## src/rtl/seq_pkg.sv

```systemverilog
// seq_pkg: shared FSM encoding and default widths for the serial sequence generator and detector
package seq_pkg;
  localparam int MAX_LEN = 16;
  localparam int DIV_W   = 8;
  localparam int REP_W   = 8;
  typedef enum logic [1:0] {
    IDLE  = 2'b00,
    LOAD  = 2'b01,
    SHIFT = 2'b10,
    FIN   = 2'b11
  } state_e;
endpackage

```

## src/rtl/seq_bit_timer.sv

```systemverilog
// seq_bit_timer: loadable bit-period down-counter flagging the first and last clock of each bit
module seq_bit_timer #(
  parameter int DIV_W = seq_pkg::DIV_W
) (
  input  logic             clk,
  input  logic             reset,
  input  logic             load_i,
  input  logic             en_i,
  input  logic [DIV_W-1:0] period_i,
  output logic             first_o,
  output logic             tc_o
);
  logic [DIV_W-1:0] cnt_q, cnt_d;
  assign first_o = en_i && cnt_q == period_i;
  assign tc_o    = en_i && cnt_q == '0;
  // count down while enabled, reloading the period at each bit end
  always_comb cnt_d = load_i ? period_i : en_i ? (tc_o ? period_i : cnt_q - DIV_W'(1)) : cnt_q;
  // counter register
  always_ff @(posedge clk or posedge reset)
    if (reset) cnt_q <= '0;
    else cnt_q <= cnt_d;
endmodule

```

## src/rtl/sequence_generator_serial.sv

```systemverilog
// sequence_generator_serial: shifts a captured pattern out MSB-first with programmable bit period and repeat count
module sequence_generator_serial
  import seq_pkg::*;
#(
  parameter int MAX_LEN = seq_pkg::MAX_LEN,
  parameter int LEN_W   = $clog2(MAX_LEN + 1),
  parameter int DIV_W   = seq_pkg::DIV_W,
  parameter int REP_W   = seq_pkg::REP_W
) (
  input  logic               clk,
  input  logic               reset,
  input  logic               start,
  input  logic               abort,
  input  logic [MAX_LEN-1:0] pattern,
  input  logic [LEN_W-1:0]   len,
  input  logic [DIV_W-1:0]   bit_period,
  input  logic [REP_W-1:0]   repeat_cnt,
  output logic               serial_out,
  output logic               bit_valid,
  output logic               bit_strobe,
  output logic               busy,
  output logic               done
);
  localparam int IDX_W = $clog2(MAX_LEN);
  localparam logic [LEN_W-1:0] MAX_L = LEN_W'(MAX_LEN);
  state_e state_q, state_d;
  logic [MAX_LEN-1:0] pat_q;
  logic [LEN_W-1:0] len_q, len_m1;
  logic [DIV_W-1:0] per_q;
  logic [REP_W-1:0] rep_q, rep_left_q, rep_left_d;
  logic [IDX_W-1:0] bit_idx_q, bit_idx_d;
  logic serial_out_q, bit_valid_q, bit_strobe_q, busy_q, done_q;
  logic serial_out_d, bit_valid_d, bit_strobe_d, busy_d, done_d;
  logic accept, shift_go, first, tc;
  assign accept   = state_q == IDLE && start && !abort && len != '0;
  assign shift_go = state_q == SHIFT && !abort;
  assign len_m1   = len_q - LEN_W'(1);
  seq_bit_timer #(.DIV_W(DIV_W)) u_timer (
    .clk      (clk),
    .reset    (reset),
    .load_i   (state_q == LOAD),
    .en_i     (state_q == SHIFT),
    .period_i (per_q),
    .first_o  (first),
    .tc_o     (tc)
  );
  // next state, bit index and repeat bookkeeping
  always_comb begin
    state_d    = state_q;
    bit_idx_d  = bit_idx_q;
    rep_left_d = rep_left_q;
    unique case (state_q)
      IDLE: state_d = accept ? LOAD : IDLE;
      LOAD: begin
        state_d    = abort ? IDLE : SHIFT;
        bit_idx_d  = len_m1[IDX_W-1:0];
        rep_left_d = rep_q;
      end
      SHIFT: begin
        if (abort) state_d = IDLE;
        else if (tc) begin
          if (bit_idx_q != '0) bit_idx_d = bit_idx_q - IDX_W'(1);
          else if (rep_left_q != '0) begin
            bit_idx_d  = len_m1[IDX_W-1:0];
            rep_left_d = rep_left_q - REP_W'(1);
          end else state_d = FIN;
        end
      end
      FIN: state_d = IDLE;
    endcase
  end
  // outputs are decoded from the current state and registered one cycle later
  always_comb begin
    serial_out_d = shift_go && pat_q[bit_idx_q];
    bit_valid_d  = shift_go;
    bit_strobe_d = shift_go && first;
    busy_d       = (state_q == LOAD || state_q == SHIFT) && !abort;
    done_d       = state_q == FIN;
  end
  // state, counters, shadow copies of the request and output registers
  always_ff @(posedge clk or posedge reset) begin
    if (reset) begin
      state_q      <= IDLE;
      pat_q        <= '0;
      len_q        <= '0;
      per_q        <= '0;
      rep_q        <= '0;
      bit_idx_q    <= '0;
      rep_left_q   <= '0;
      serial_out_q <= 1'b0;
      bit_valid_q  <= 1'b0;
      bit_strobe_q <= 1'b0;
      busy_q       <= 1'b0;
      done_q       <= 1'b0;
    end else begin
      state_q      <= state_d;
      bit_idx_q    <= bit_idx_d;
      rep_left_q   <= rep_left_d;
      serial_out_q <= serial_out_d;
      bit_valid_q  <= bit_valid_d;
      bit_strobe_q <= bit_strobe_d;
      busy_q       <= busy_d;
      done_q       <= done_d;
      if (accept) begin
        pat_q <= pattern;
        len_q <= len > MAX_L ? MAX_L : len;
        per_q <= bit_period;
        rep_q <= repeat_cnt;
      end
    end
  end
  assign serial_out = serial_out_q;
  assign bit_valid  = bit_valid_q;
  assign bit_strobe = bit_strobe_q;
  assign busy       = busy_q;
  assign done       = done_q;
endmodule

```

## config.mk

```make
export PLATFORM = sky130hd
export DESIGN_NAME = sequence_generator_serial
export DESIGN_NICKNAME = d
export VERILOG_FILES = /design/src/rtl/seq_pkg.sv /design/src/rtl/seq_bit_timer.sv /design/src/rtl/sequence_generator_serial.sv
export SDC_FILE = /design/constraint.sdc
export NUM_CORES = 1
export LEC_CHECK = 0
export CORE_UTILIZATION = 52
export CTS_BUF_LIST = sky130_fd_sc_hd__clkbuf_4 sky130_fd_sc_hd__clkbuf_8
export DETAILED_ROUTE_END_ITERATION = 8
export PLACE_DENSITY = 0.78
export SETUP_SLACK_MARGIN = 0.4
export SKIP_LAST_GASP = 1
export SYNTH_ARGS = -nofsm -noshare
export SYNTH_HDL_FRONTEND = slang
export SYNTH_SLANG_ARGS = --single-unit
```

## constraint.sdc

```tcl
create_clock -name clk -period 2 [get_ports clk]
set_input_delay 0.3 -clock clk [delete_from_list [all_inputs] [get_ports clk]]
set_output_delay 0.3 -clock clk [all_outputs]
set_load 0.02 [all_outputs]
```

Word level (Yosys, flattened, before mapping)
Cells that the tools add are included.
Widths: inputs -> output; s select.
{"block": "word_totals", "ff_bits": 63, "out_inout_bits": 5}
{"block": "classes", "eq_ne": 12, "reduce_logical": 20, "n_mux": 23, "magnitude_cmp": 2, "n_addsub": 4}
{"op": "$mux 8", "count": 7}
{"op": "$mux 4", "count": 5}
{"op": "$pmux 8 s2", "count": 1}
{"op": "$sub 8x1->8 const B", "count": 2}
{"op": "$ne 3x3->1 const B", "count": 4}
{"op": "$mux 2", "count": 5}
{"op": "$logic_and 1x1->1", "count": 9}
{"op": "$eq 8x8->1", "count": 1}
{"op": "$logic_not 8->1", "count": 1}
{"op": "$ne 2x2->1 const B", "count": 4}
{"op": "$pmux 2 s4", "count": 1}
{"op": "$pmux 4 s2", "count": 1}
{"op": "$reduce_bool 8->1", "count": 1}
{"op": "$sub 4x1->4 const B", "count": 2}
{"op": "$gt 5x5->1 const B", "count": 1}
{"op": "$lt 4x5->1 const B", "count": 1}
{"op": "$reduce_and 5->1", "count": 1}
{"op": "$reduce_bool 5->1", "count": 1}
{"op": "$bmux 1 s4", "count": 1}
{"op": "$eq 2x2->1 const B", "count": 2}
{"op": "$reduce_and 4->1", "count": 1}
{"op": "$reduce_bool 4->1", "count": 1}
{"op": "$reduce_and 3->1", "count": 1}
{"op": "$eq 2x1->1 const B", "count": 1}
{"op": "other kinds (5)", "count": 6}

Logic depth before layout (Yosys ltp)
Gate-level depths: netlist of the first run.
{"block": "logic_depth", "word_depth": 6, "depth_mapped": 8}

Hierarchy
From an unflattened synthesis of the first run, not the netlist that was laid out.
{"block": "unflattened", "hier_cells": 315, "hier_area_um2": 3463.3}
{"mod": "sequence_generator_serial", "cells_per_inst": 240, "seq_area_each_um2": 1376.3, "instances": 1, "area_per_inst_um2": 2801.4}
{"mod": "seq_bit_timer", "cells_per_inst": 75, "seq_area_each_um2": 200.2, "instances": 1, "area_per_inst_um2": 661.9}

Least setup slack after synthesis of the first run
No wires, ideal clock.
{"block": "synth_timing", "path_type": "register to register", "start": "register bit_idx_q[0]", "end": "register rep_left_q[1]", "t_arrival_ns": 1.875, "path_slack_ns": 0.046, "setup_time_ns": 0.079, "path_stages_with_launch": 9, "required_ns": 1.921, "period_less_slack_ns": 1.954, "path_cell_list": "dfrtp_1 > buf_6 > inv_1 > ha_1 > or3b_4 > a211oi_4 > o21a_1 > buf_6 > mux2i_1"}
{"block": "synth_between", "elab_chain_cells": 3}
{"item": "start: declaration", "line_no": "sequence_generator_serial.sv:31", "text": "logic [IDX_W-1:0] bit_idx_q, bit_idx_d;"}
{"item": "start signal: assignment", "line_no": "sequence_generator_serial.sv:97", "text": "bit_idx_q <= bit_idx_d;"}
{"item": "$reduce_bool 4->1", "line_no": "sequence_generator_serial.sv:62", "text": "if (bit_idx_q != '0) bit_idx_d = bit_idx_q - IDX_W'(1);"}
{"item": "$ne 2x2->1 (no source line)"}
{"item": "$reduce_and 5->1 (no source line)"}
{"item": "end signal: assignment", "line_no": "sequence_generator_serial.sv:98", "text": "rep_left_q <= rep_left_d;"}
{"item": "end: declaration", "line_no": "sequence_generator_serial.sv:30", "text": "logic [REP_W-1:0] rep_q, rep_left_q, rep_left_d;"}
No other way between the ends.
A chain may end at the register's enable or synchronous reset.

Worst setup path in the final report of the first run
{"block": "layout_timing", "start": "register u_timer.cnt_q[1]", "end": "register u_timer.cnt_q[6]"}
{"block": "layout_between", "elab_chain_cells": 5, "elab_cells_between_ends": 6, "classes_between": "add/sub: 1; mux: 3; reduce/logical: 2"}
{"item": "start: declaration", "line_no": "seq_bit_timer.sv:13", "text": "logic [DIV_W-1:0] cnt_q, cnt_d;"}
{"item": "start signal: assignment", "line_no": "seq_bit_timer.sv:21", "text": "else cnt_q <= cnt_d;"}
{"item": "parallel branches: the longest is 2 deep, another holds $sub 8x1->8"}
{"item": "$mux 8 * (3 in a row)", "line_no": "seq_bit_timer.sv:17", "text": "always_comb cnt_d = load_i ? period_i : en_i ? (tc_o ? period_i : cnt_q - DIV_W'(1)) : cnt_q;"}
Every way passes the cells marked *. The select of a mux whose other input is x is not followed.

==> results of run 1 <==
per-layer routing:
layer	wire length [um]	vias to the layer above	share of wire, %	track usage, %
met5	0	-	0	0
met3	426	16	4.6	7.22
met1	3710	1408	40	31.5
met4	177	0	1.9	8.46
met2	5010	86	54	48.2
li1	-	1277	-	-
cell type report:
cell class                      instances  area (um^2)  area share, %
Tap cell                               77         96.3           1.91
Timing Repair Buffer                  103         1060           21.0
Inverter                               18         71.3           1.42
Sequential cell                        63         1580           31.4
Clock buffer                            9          124           2.46
Clock inverter                          7         73.8           1.47
Multi-Input combinational cell        197         2030           40.3
state kept, by name, indices dropped and copies added (netlist names), 2 cells and up:
register       flops
rep_q              8
per_q              8
u_timer.cnt_q      8
len_q              4
state_q            2
bit_idx_q          4
pat_q             16
rep_left_q         8
worst max-delay path, cell delays in order (launching register included):
cell	delay (ns)
dfrtp_1	0.39
inv_2	0.10
buf_6	0.12
ha_4	0.13
or3b_4	0.39
or4_1	0.41
o21ai_1	0.15
mux2_4	0.16
what timing repair did:
item                                    CTS  global route
endpoints found under the setup margin   60            59
cloned                                    2             1
setup buffers                            20            11
pin swaps                                24            17
gates resized for setup                  47            20
where the power goes:
part	switching [mW]	internal, mW	leakage [nW]
logic	0.819	1.24	1.46
registers	0.387	1.59	0.750
clock network	0.549	0.576	0.0992
kinds of logic after synthesis:
| group | after synthesis | synth area share [%] |
|---|---|---|
| xor+xnor | 11 | 2.77 |
| buf+inv | 34 | 5.39 |
| fa+ha+maj | 11 | 3.95 |
| compound gates | 57 | 12.9 |
| mux | 49 | 17.5 |
| flops | 63 | 45.3 |
| simple gates | 69 | 12.2 |
placed cells by master (no fill, tap or decap), types with 3 or more instances in the layout:
cell,instances
nor2_1,5
ha_4,5
o211ai_1,5
nand3_2,3
inv_2,8
o21ai_0,9
dlymetal6s2s_1,4
nand4_1,3
buf_4,35
a31oi_1,3
inv_1,9
nand3_1,7
clkinv_4,3
nor2b_1,4
clkdlybuf4s50_1,36
mux2i_1,8
mux4_2,5
clkbuf_8,9
buf_12,5
nand2_1,13
nand2b_1,8
dfrtp_1,61
xnor2_1,9
buf_6,14
nor4_1,3
mux2_4,35
a21oi_1,6
nor3_1,7
ha_1,6
path summary, 6_finish.rpt:
check,startpoint,endpoint,cells after the start
setup / recovery,u_timer.cnt_q[1],u_timer.cnt_q[6],7
hold / removal,len[1],len_q[1],3
setup reg to reg,u_timer.cnt_q[1],u_timer.cnt_q[6],7
hold reg to reg,rep_q[1],rep_q[1],1
max in group asynchronous,reset,state_q[1],3
min in group asynchronous,reset,bit_strobe,3
stage by stage:
step | hold WS [ns] | cell area (um^2) | utilization, % | worst slack, ns | TNS [ns]
final | 0.220 | 5030 | 78.3 | 0.0963 | 0
after global routing | 0.240 | 5030 | 78.3 | 0.0303 | 0
after CTS | 0.202 | 4850 | 75.6 | 0.167 | 0
after detailed placement | 0.493 | 4330 | 67.3 | -0.271 | -8.00
after global placement | 0.491 | 4330 | 67.3 | -0.239 | -7.25
after floorplan | 0.366 | 3690 | - | 0.0956 | 0
==> out/metrics.cfg, run 1 <==
[run_status]
status = finished with violations
violations = design-rule violations

[global_routing]
antenna_found_initial = 0
overflow = 0
grt_first_pass_wirelength_mm = 14.5
grt_usage_pct = 27.0
grt_pass1_vias = 2921
grt_max_degree = 64

[run]
cap_viol_max_count = 0

[routing]
ant_nets = 0
post_drt_wl_per_cell_um = 19.7
vias = 2787
dr.pass1.iters = 6
drc_errors = 4
totalWireLength_mm = 9.32
drt_iter0_markers = 205
vias_per_cell = 5.88

[worst_setup_path]
critPathMaxFanout = 4
critPathCaptureType = register
r2r_setup_slack_ns = 0.1
arrival_ns = 2.21
required_ns = 2.30
crit_type = reg2reg
start_kind = register

[die]
die-area_um2 = 7020
std_cell_rows = 29
die_h_um = 83.8
core_um2 = 6420
io_pins = 46
start_util_pct = 54.2
die_w_um = 83.8

[timing]
tightest_slew_ns = 0.511
relSlewSlack_pct = 65.6
clock_skew_ns = 0.0152
period_share_pct = 95.2
setup_viol = 0
slew_viol_final = 0
final_hold_viol_count = 0
max_freq_mhz = 525
period_needed_ns = 1.90
rsz0062_at_grt = true

[synth]
synth_top_area_cell = dfrtp_1
syn_nets = 346
synth_top_cell_area_share_pct = 45.3
synth-edff-count = 0
synth_cell_types = 63
ys_top_cells_by_area = dfrtp_1, mux2_2, ha_1
synth.cells.most_frequent = dfrtp_1, mux2_2, inv_1
synth_area_um2 = 3480
synthFlopType = dfrtp_1
yosysMostFrequentCell = dfrtp_1
ys_seq_elements = 63
ys_seq_area_share_pct = 45.3
synthCells = 294
ys_warn_count = 0
async_flop_share_pct = 100
syn_avg_cell_area_um2 = 11.8

[place]
placed_cells = 424
io_buffers = 45
place.gp.congestion = 0.816
dp_hpwl_mm = 5.30

[cts]
cts_tree = yes
cts_buffers = 9
cts_hold_buf = 0
htree_levels = 3
cts_root_buffer = clkbuf_8
clk_latency_ns = 0.36
cts.clk_slew.worst_paths_ns = 0.08
cts.sinks = 63
cts_buffer_depth = 2

[layout]
final_cells = 474
drive_gt1_share_pct = 40.6
finalNetCount = 444
area_delta_synth_final_pct = 44.5
fillCellCount = 355
diodes = 0

[min_path]
hold_class = in2reg

[pwr]
total_power_mw = 5.16
peakVddDrop_mv = 0.672
p_per_area_nw_per_um2 = 1030
leakage_nw = 2.31

No activity file was read; power rests on OpenSTA's default activity.
==> run 2: changes to the inputs <==
--- a/config.mk
+++ b/config.mk
@@ -5,10 +5,10 @@
 export SDC_FILE = /design/constraint.sdc
 export NUM_CORES = 1
 export LEC_CHECK = 0
-export CORE_UTILIZATION = 52
+export CORE_UTILIZATION = 45
 export CTS_BUF_LIST = sky130_fd_sc_hd__clkbuf_4 sky130_fd_sc_hd__clkbuf_8
 export DETAILED_ROUTE_END_ITERATION = 8
-export PLACE_DENSITY = 0.78
+export PLACE_DENSITY = 0.66
 export SETUP_SLACK_MARGIN = 0.4
 export SKIP_LAST_GASP = 1
 export SYNTH_ARGS = -nofsm -noshare
==> constraint.sdc (replaced) <==
create_clock -name clk -period 1.9 [get_ports clk]
set_input_delay 0.285 -clock clk [delete_from_list [all_inputs] [get_ports clk]]
set_output_delay 0.285 -clock clk [all_outputs]
set_load 0.02 [all_outputs]
==> run 2 against run 1 <==
  * The flow now finishes without violations
  * Die area up 15%
  * Non-clock buffer count up 14
  * Wire length down 1.2%
  * Hold slack worse by 0.0027 ns
  * Register-to-register slack worse by 0.07 ns
  * Total power up 9.4%
  * Critical path depth unchanged
  * Utilization down 6.4 points
  * Design area up 5.3%
  * Sequential power up 3%
  * Largest power group unchanged
  * Highest routed layer unchanged
==> out/metrics.cfg, run 2 (synthesis results as in run 1) <==
[place]
place.gp.congestion = 0.806
io_buffers = 45
placed_cells = 464
dp_hpwl_mm = 5.62
placed_area_um2 = 4510

[routing]
ant_nets = 0
drc_errors = 0
drt_iter0_markers = 129
totalWireLength_mm = 9.20
post_drt_wl_per_cell_um = 18.0
vias = 2784
vias_per_cell = 5.46
dr.pass1.iters = 5

[layout]
top_register = pat_q
drive_gt1_share_pct = 47.7
final_cells = 510
finalNetCount = 458
final_common_cell = dfrtp_1
fillCellCount = 516
finish.utilization_pct = 71.9
final_cell_mix = dfrtp_1, buf_4, clkdlybuf4s50_1
diodes = 0
postLayoutCellArea_um2 = 5300
largest_register_ffs = 16
area_delta_synth_final_pct = 52.3

[global_routing]
grt_first_pass_wirelength_mm = 14.8
grt_max_degree = 34
grt_pass1_vias = 2901
grt_usage_pct = 23.7
overflow = 0
antenna_found_initial = 0

[worst_setup_path]
arrival_ns = 2.14
critPathCaptureType = register
critical_path_depth = 7
crit_type = reg2reg
start_kind = register
required_ns = 2.17
reg2reg_depth = 7
crit_family = flip-flops
slowest_delay_ns = 0.45
worstPathCellList = inv_2 -> ha_4 -> or3b_4 -> a211oi_4 -> o21a_1 -> buf_6 -> mux2i_1
crit_slowest_cell = dfrtp_2
critPathMaxFanout = 4
critPathBufInv = 2

[min_path]
hold_class = in2reg
hold_path_depth = 3

[timing]
slew_viol_final = 0
clock_skew_ns = 0.00323
rsz0062_at_grt = true
max_freq_mhz = 533
period_share_pct = 98.7
tightest_slew_ns = 0.490
relSlewSlack_pct = 67.1
finalSetupTns_ns = 0
final_hold_viol_count = 0
period_needed_ns = 1.87
setup_viol = 0

[die]
die_w_um = 90.0
start_util_pct = 47.2
core_um2 = 7370
die-area_um2 = 8090
die_h_um = 90.0
io_pins = 46
std_cell_rows = 31

[cts]
cts_root_buffer = clkbuf_8
cts_hold_buf = 0
clk_latency_ns = 0.34
cts.sinks = 63
cts_tree = yes
cts_buffer_depth = 2
htree_levels = 3
cts.clk_slew.worst_paths_ns = 0.07
cts_buffers = 9

[pwr]
p_per_area_nw_per_um2 = 1070
peakVddDrop_mv = 0.664
leakage_nw = 2.35
total_power_mw = 5.65

[run]
cap_viol_max_count = 0

[run_status]
status = complete, no violations

==> run 2: worst paths after layout <==
kind	from	endpoint	slack [ns]
worst max-delay path	bit_idx_q[0]	rep_left_q[1]	0.03
min in group asynchronous	reset	u_timer.cnt_q[0]	0.25
worst min register to register	pat_q[1]	pat_q[1]	0.51
worst min-delay path	len[1]	len_q[1]	0.22
worst max register to register	bit_idx_q[0]	rep_left_q[1]	0.03
max in group asynchronous	reset	bit_idx_q[0]	1.19
==> run 2: power by group <==
| part | switching, mW | total (mW) | internal, mW |
|---|---|---|---|
| clock network | 0.571 | 1.33 | 0.762 |
| logic | 0.937 | 2.28 | 1.34 |
| registers | 0.359 | 2.04 | 1.68 |
| total | 1.87 | 5.65 | 3.78 |
==> run 2: cell type report <==
| type | instances | area [um^2] | share of cell area, % |
|---|---|---|---|
| sequential | 63 | 1580 | 29.8 |
| multi-input combinational | 197 | 2110 | 39.9 |
| clock buffer | 10 | 131 | 2.48 |
| clock inverter | 6 | 93.8 | 1.77 |
| timing repair buffer | 117 | 1180 | 22.3 |
| inverter | 18 | 77.6 | 1.46 |
| tap | 99 | 124 | 2.34 |
==> run 2: stage by stage <==
| stage | hold WS, ns | setup slack (ns) |
|---|---|---|
| floorplan | 0.351 | -0.00440 |
| global placement | 0.491 | -0.331 |
| detailed placement | 0.493 | -0.379 |
| global route | 0.220 | -0.0425 |
| CTS | 0.204 | 0.0540 |
| finish | 0.218 | 0.0254 |
==> run 2: routing by layer <==
metal  vias up  share of wire [%]  GRT usage [%]
li1       1303                  -              -
met4         0                1.8           7.39
met3        19                4.3           5.67
met1      1381                 44           30.6
met5         -                  0              0
met2        81                 50           39.4
==> run 2: timing repair <==
| item | CTS | global route |
|---|---|---|
| resized for setup | 72 | 28 |
| gates cloned | 3 | 1 |
| setup endpoints to repair | 65 | 60 |
| pin swaps | 19 | 13 |
| buffers inserted | 18 | 8 |
==> run 2: worst register-to-register path: stages (launching register included) <==
cell	delay [ns]
dfrtp_2	0.45
inv_2	0.07
ha_4	0.13
or3b_4	0.41
a211oi_4	0.21
o21a_1	0.21
buf_6	0.14
mux2i_1	0.19
==> run 3: changes to the inputs <==
--- a/config.mk
+++ b/config.mk
@@ -5,6 +5,7 @@
 export SDC_FILE = /design/constraint.sdc
 export NUM_CORES = 1
 export LEC_CHECK = 0
+export ABC_CLOCK_PERIOD_IN_PS = 1900
 export CORE_UTILIZATION = 45
 export CTS_BUF_LIST = sky130_fd_sc_hd__clkbuf_4 sky130_fd_sc_hd__clkbuf_8
 export DETAILED_ROUTE_END_ITERATION = 8
==> results of run 3 <==
The final DEF is identical to that of run 2; final timing and power are the same.
